## src/rtl/grf_hazard_scoreboard_pkg.sv

```systemverilog
// grf_hazard_scoreboard_pkg: shared widths, stage/forward encodings and entry layout
package grf_hazard_scoreboard_pkg;
    localparam int NREG_DEF = 32;
    localparam int TW_DEF   = 2;
    localparam int AW       = 5;
    localparam int AGE_W    = 2;
    localparam int TNEW_W   = 2;

    localparam logic [AGE_W-1:0] AGE_E    = 2'd1;
    localparam logic [AGE_W-1:0] AGE_LAST = 2'd3;

    typedef enum logic [1:0] {
        FWD_GRF = 2'd0,
        FWD_EM  = 2'd1,
        FWD_MW  = 2'd2,
        FWD_W   = 2'd3
    } fwd_e;

    typedef struct packed {
        logic              valid;
        logic [AGE_W-1:0]  age;
        logic [TNEW_W-1:0] tnew;
    } entry_t;
endpackage

```

## src/rtl/grf_hazard_scoreboard_entry.sv

```systemverilog
// grf_hazard_scoreboard_entry: one register's in-flight write tracker (insert, age, retire)
module grf_hazard_scoreboard_entry
    import grf_hazard_scoreboard_pkg::*;
(
    input  logic              clk,
    input  logic              reset,
    input  logic              hold,
    input  logic              i_ins,
    input  logic [TNEW_W-1:0] i_tnew,
    output entry_t            o_entry
);
    entry_t r_entry;

    assign o_entry = r_entry;

    // Insert wins over aging so the youngest writer owns the entry; retire after W
    always_ff @(posedge clk or negedge reset) begin
        if (!reset) begin
            r_entry <= '0;
        end else if (!hold) begin
            if (i_ins) begin
                r_entry <= '{valid: 1'b1, age: AGE_E, tnew: i_tnew};
            end else if (r_entry.valid) begin
                r_entry.valid <= (r_entry.age != AGE_LAST);
                r_entry.age   <= r_entry.age + 1'b1;
                r_entry.tnew  <= (r_entry.tnew == '0) ? '0 : r_entry.tnew - 1'b1;
            end
        end
    end
endmodule

```

## src/rtl/grf_hazard_scoreboard.sv

```systemverilog
// grf_hazard_scoreboard: per-register GRF write tracking, Tnew/Tuse stall and forward selects
module grf_hazard_scoreboard
    import grf_hazard_scoreboard_pkg::*;
#(
    parameter int NREG = NREG_DEF,
    parameter int TW   = TW_DEF
) (
    input  logic            clk,
    input  logic            reset,
    input  logic            hold,
    input  logic            issue_valid,
    input  logic            issue_we,
    input  logic [AW-1:0]   issue_addr,
    input  logic [TW-1:0]   issue_tnew,
    input  logic            rs_used,
    input  logic            rt_used,
    input  logic [AW-1:0]   rs_addr,
    input  logic [AW-1:0]   rt_addr,
    input  logic [TW-1:0]   rs_tuse,
    input  logic [TW-1:0]   rt_tuse,
    output logic            stall,
    output logic [1:0]      fwd_rs,
    output logic [1:0]      fwd_rt,
    output logic [NREG-1:0] busy_mask
);
    entry_t            w_ent [NREG];
    entry_t            w_rs;
    entry_t            w_rt;
    logic              w_rs_hit;
    logic              w_rt_hit;
    logic              w_fire;
    logic [TNEW_W-1:0] w_ins_tnew;

    assign w_ent[0] = '0;

    if (TW > TNEW_W) begin : g_clip
        assign w_ins_tnew = (|issue_tnew[TW-1:TNEW_W]) ? '1 : issue_tnew[TNEW_W-1:0];
    end else begin : g_noclip
        assign w_ins_tnew = TNEW_W'(issue_tnew);
    end

    assign w_fire = issue_valid & issue_we & ~stall & ~hold & (issue_addr != '0);

    for (genvar i = 1; i < NREG; i++) begin : g_ent
        grf_hazard_scoreboard_entry u_ent (
            .clk     (clk),
            .reset   (reset),
            .hold    (hold),
            .i_ins   (w_fire && (issue_addr == AW'(i))),
            .i_tnew  (w_ins_tnew),
            .o_entry (w_ent[i])
        );
    end

    // Two identical read ports: stall when the result is not ready by Tuse, forward once Tnew hits 0
    always_comb begin
        w_rs     = w_ent[rs_addr];
        w_rt     = w_ent[rt_addr];
        w_rs_hit = rs_used && (rs_addr != '0) && w_rs.valid;
        w_rt_hit = rt_used && (rt_addr != '0) && w_rt.valid;
        stall    = issue_valid && ((w_rs_hit && (TW'(w_rs.tnew) > rs_tuse)) ||
                                   (w_rt_hit && (TW'(w_rt.tnew) > rt_tuse)));
        fwd_rs   = (w_rs_hit && (w_rs.tnew == '0)) ? w_rs.age : FWD_GRF;
        fwd_rt   = (w_rt_hit && (w_rt.tnew == '0)) ? w_rt.age : FWD_GRF;
    end

    // Debug view of which entries currently hold an in-flight write
    always_comb begin
        for (int k = 0; k < NREG; k++) busy_mask[k] = w_ent[k].valid;
    end
endmodule

```

## config.mk

```make
export PLATFORM = sky130hd
export DESIGN_NAME = grf_hazard_scoreboard
export DESIGN_NICKNAME = d
export VERILOG_FILES = /design/src/rtl/grf_hazard_scoreboard_pkg.sv /design/src/rtl/grf_hazard_scoreboard_entry.sv /design/src/rtl/grf_hazard_scoreboard.sv
export SDC_FILE = /design/constraint.sdc
export NUM_CORES = 1
export LEC_CHECK = 0
export CORE_MARGIN = 2
export CORE_UTILIZATION = 26
export DETAILED_ROUTE_END_ITERATION = 7
export PLACE_DENSITY = 0.53
export SLEW_MARGIN = 30
export SYNTH_ARGS = -nofsm -noshare
export SYNTH_HDL_FRONTEND = slang
export SYNTH_HIERARCHICAL = 1
export SYNTH_SLANG_ARGS = --single-unit
```

## constraint.sdc

```tcl
create_clock -name clk -period 6.22 [get_ports clk]
set_input_delay 0.933 -clock clk [delete_from_list [all_inputs] [get_ports clk]]
set_output_delay 0.933 -clock clk [all_outputs]
set_load 0.1 [all_outputs]
```

==> impl_metrics.py <==
metrics = {
    "sta": {
        "final_hold_viol_count": 0,
        "period_needed_ns": 5.43,
        "rsz0062_at_grt": "no",
        "slew-limit-headroom_pct": 33.1,
        "worstMarginPinSlew_ns": 1.00,
        "worst_clock_skew_ns": 0.0156,
        "fin_hold_ws_ns": 0.558,
        "final-setup-viol-count": 0,
        "fmax_mhz": 184,
        "tns_ns": 0,
        "finalCritPeriodShare_pct": 87.3,
        "final_max_slew_viol_count": 0,
    },
    "logic_synthesis": {
        "synth_area_um2": 11200,
        "yosys_warnings": 6,
        "synthXorXnorAreaFrac_pct": 0,
        "netlist.area_leader.share_pct": 34.6,
        "seq_area_frac_synth_pct": 34.6,
        "yosys.area.top_type": "dfrtp_1",
        "yosysMostFrequentCell": "dfrtp_1",
        "synth_commonest_cells": "155 x dfrtp_1, 132 x nor2b_1, 102 x a21oi_1, 68 x mux4_2, 67 x inv_1",
        "ys_ff_latch": 155,
        "syn_area_per_cell_um2": 9.96,
        "synthTopCellsByArea": "dfrtp_1 35%, mux4_2 14%, nor2b_1 7.4%",
        "ys_async_sr_fraction_pct": 100,
        "synthSimpleGateAreaFrac_pct": 19.8,
        "yosys.cell_types.count": 59,
        "synthFlopType": "dfrtp_1",
        "synth_compound_area_share_pct": 20.0,
        "synth-adder-area-share_pct": 3.91,
        "syn_inst": 1125,
        "synth_top_family_by_area": "compound AO/OA/AOI/OAI gates",
        "synth.mux.area_fraction_pct": 17.5,
        "synth_edf_count": 0,
        "synth_nets": 1188,
    },
    "floorplan": {
        "core_um2": 42800,
        "start_util_pct": 26.2,
        "io_pins": 65,
        "die_x_um": 212,
        "dieHeight_um": 212,
        "rows": 76,
        "dieArea_um2": 44800,
    },
    "run_status": {
        "status": "finished clean",
    },
    "min_path": {
        "hold_class": "in2async",
    },
    "clock_network": {
        "clockBufferDepth": 2,
        "worstSkewPairLatency_ns": 0.45,
        "cts_resized": 0,
        "ctsHoldBuffers": 0,
        "cts_setup_buffers": 0,
        "cts_tree": "built",
        "htreeDepth": 4,
        "clock_sinks": 155,
        "cts_root_buf": "clkbuf_16",
        "cts_made_buffers": 17,
        "clk_pin_slew_worst_paths_ns": 0.06,
    },
    "layout": {
        "syn_to_final_growth_pct": 16.6,
        "final_nets": 1250,
        "drive_above_1_share_pct": 15.5,
        "largest_reg_flops": 155,
        "design_area_um2": 13100,
        "seq_area_um2": 3880,
        "fillCellCount": 4438,
        "multi_input_area_um2": 6870,
        "antenna_cells": 0,
    },
    "grt": {
        "first_global_vias": 9286,
        "grt_overflow_total": 0,
        "grt_antenna_before_repair": 1,
        "grt_max_degree": 97,
        "track_usage_pct": 16.6,
        "grt_pass1_wl_um": 56500,
    },
    "worst_setup_path": {
        "rr_worst_depth": 12,
        "path_class": "in2out",
        "critPathMaxFanout": 32,
        "start_kind": "input pin",
        "arrival_ns": 4.50,
        "required_ns": 5.29,
        "rrSetupSlack_ns": 2.24,
        "end_kind": "output port",
    },
    "route": {
        "first_pass_iters": 5,
        "num_vias": 9637,
        "dr.first_iter.drc_count": 742,
        "post_drt_wl_per_cell_um": 20.8,
        "routed_wl_um": 36300,
        "vias_per_cell": 5.52,
        "drc": 0,
        "ant_nets": 0,
    },
    "placed_design": {
        "gp_congestion": 0.878,
        "dp_hpwl_um": 25700,
        "portBuffers": 63,
        "placed_cell_area_um2": 12500,
    },
    "power_and_ir_drop": {
        "clock_power_share_pct": 17.6,
        "power_frac_seq_pct": 37.5,
        "p_comb_share_pct": 44.9,
        "irDropWorstVdd_mv": 0.272,
        "p_per_area_nw_per_um2": 455,
        "internal_power_mw": 3.19,
        "p_sw_mw": 2.75,
        "total_power_mw": 5.94,
        "leakagePower_nw": 5.34,
        "p_sw_share_pct": 46.3,
    },
    "flow_run": {
        "drv_cap": 0,
    },
}
[final timing paths]
| path | from | end |
|---|---|---|
| max | rt_addr[2] | stall |
| min | reset | g_ent[3].u_ent/o_entry[1] |
| max reg2reg | g_ent[23].u_ent/o_entry[1] | g_ent[13].u_ent/o_entry[0] |
| min reg2reg | g_ent[16].u_ent/o_entry[3] | g_ent[16].u_ent/o_entry[3] |
| max in group asynchronous | reset | g_ent[26].u_ent/o_entry[1] |
| min in group clk | g_ent[16].u_ent/o_entry[3] | g_ent[16].u_ent/o_entry[3] |
[power by group through the flow]
stage | Combinational (mW) | Clock (mW) | Sequential [mW]
5_1_grt | 2.92 | 1.12 | 2.31
2_1_floorplan | 1.55 | 0 | 2.47
4_1_cts | 2.68 | 1.07 | 2.21
3_5_place_dp | 2.67 | 0 | 2.22
6_report | 2.67 | 1.05 | 2.23
3_3_place_gp | 2.63 | 0 | 2.20
[worst max-delay path: stages]
cell and delay (ns):
clkdlybuf4s50_1 0.55, buf_4 0.42, mux2_2 0.38, a22o_1 0.17
mux4_2 0.46, mux2i_1 0.21, ha_1 0.27, nand2_1 0.06
o21ai_0 0.10, a2bb2o_4 0.49, and2_1 0.24, buf_12 0.18
[final cells by class]
type | count | share of cell area (%)
repair buffers | 85 | 6.20
well taps | 546 | 5.23
inverters | 67 | 1.93
clock buffers | 19 | 3.47
clock inverters | 13 | 0.920
multi-input cells | 861 | 52.6
flip-flops and latches | 155 | 29.7
[placed cells by master, fill, tap and decap left out, types with 6 or more instances in the layout]
master           count
mux2i_1             22
nand2_1             53
nor2b_1            132
a31oi_1             32
nand3_1              7
inv_1               67
a22oi_1             32
clkinvlp_4           6
a22o_1              37
ha_1                35
mux2_2              15
dfrtp_1            155
mux4_2              68
o21ai_0             35
or2_2               32
and4bb_1            31
nor3_1              22
clkdlybuf4s50_1     51
nor2_1              52
a21oi_1            102
clkbuf_16           17
o21ai_1             62
nor4_1               7
o22a_1              31
buf_4               24
[metal layers]
layer / wire length (um) / GRT usage, % / up-vias
met3: 1960 / 2.70 / 61
met1: 16900 / 23.5 / 4844
met2: 16500 / 25.6 / 341
li1: - / - / 4389
met5: 13 / 0 / -
met4: 884 / 5.88 / 2
[cell families (layout without fill, tap and decap cells)]
group,after synthesis,count (layout)
buffers and inverters,109,184
adders and majority gates,35,35
and+or+nand+nor,365,365
AOI/OAI and AO/OA,353,353
muxes,107,107
DFF,155,155
other,1,1
[stage by stage]
stage          instances  setup slack, ns  util (%)
2_1_floorplan       1125            0.261         -
3_3_place_gp        1714            0.860      29.2
3_5_place_dp        1714            0.808      29.2
4_1_cts             1746            0.796      30.5
5_1_grt             1746            0.463      30.5
6_report            1746            0.788      30.5
Note: power is estimated with default switching activity, not from simulation.
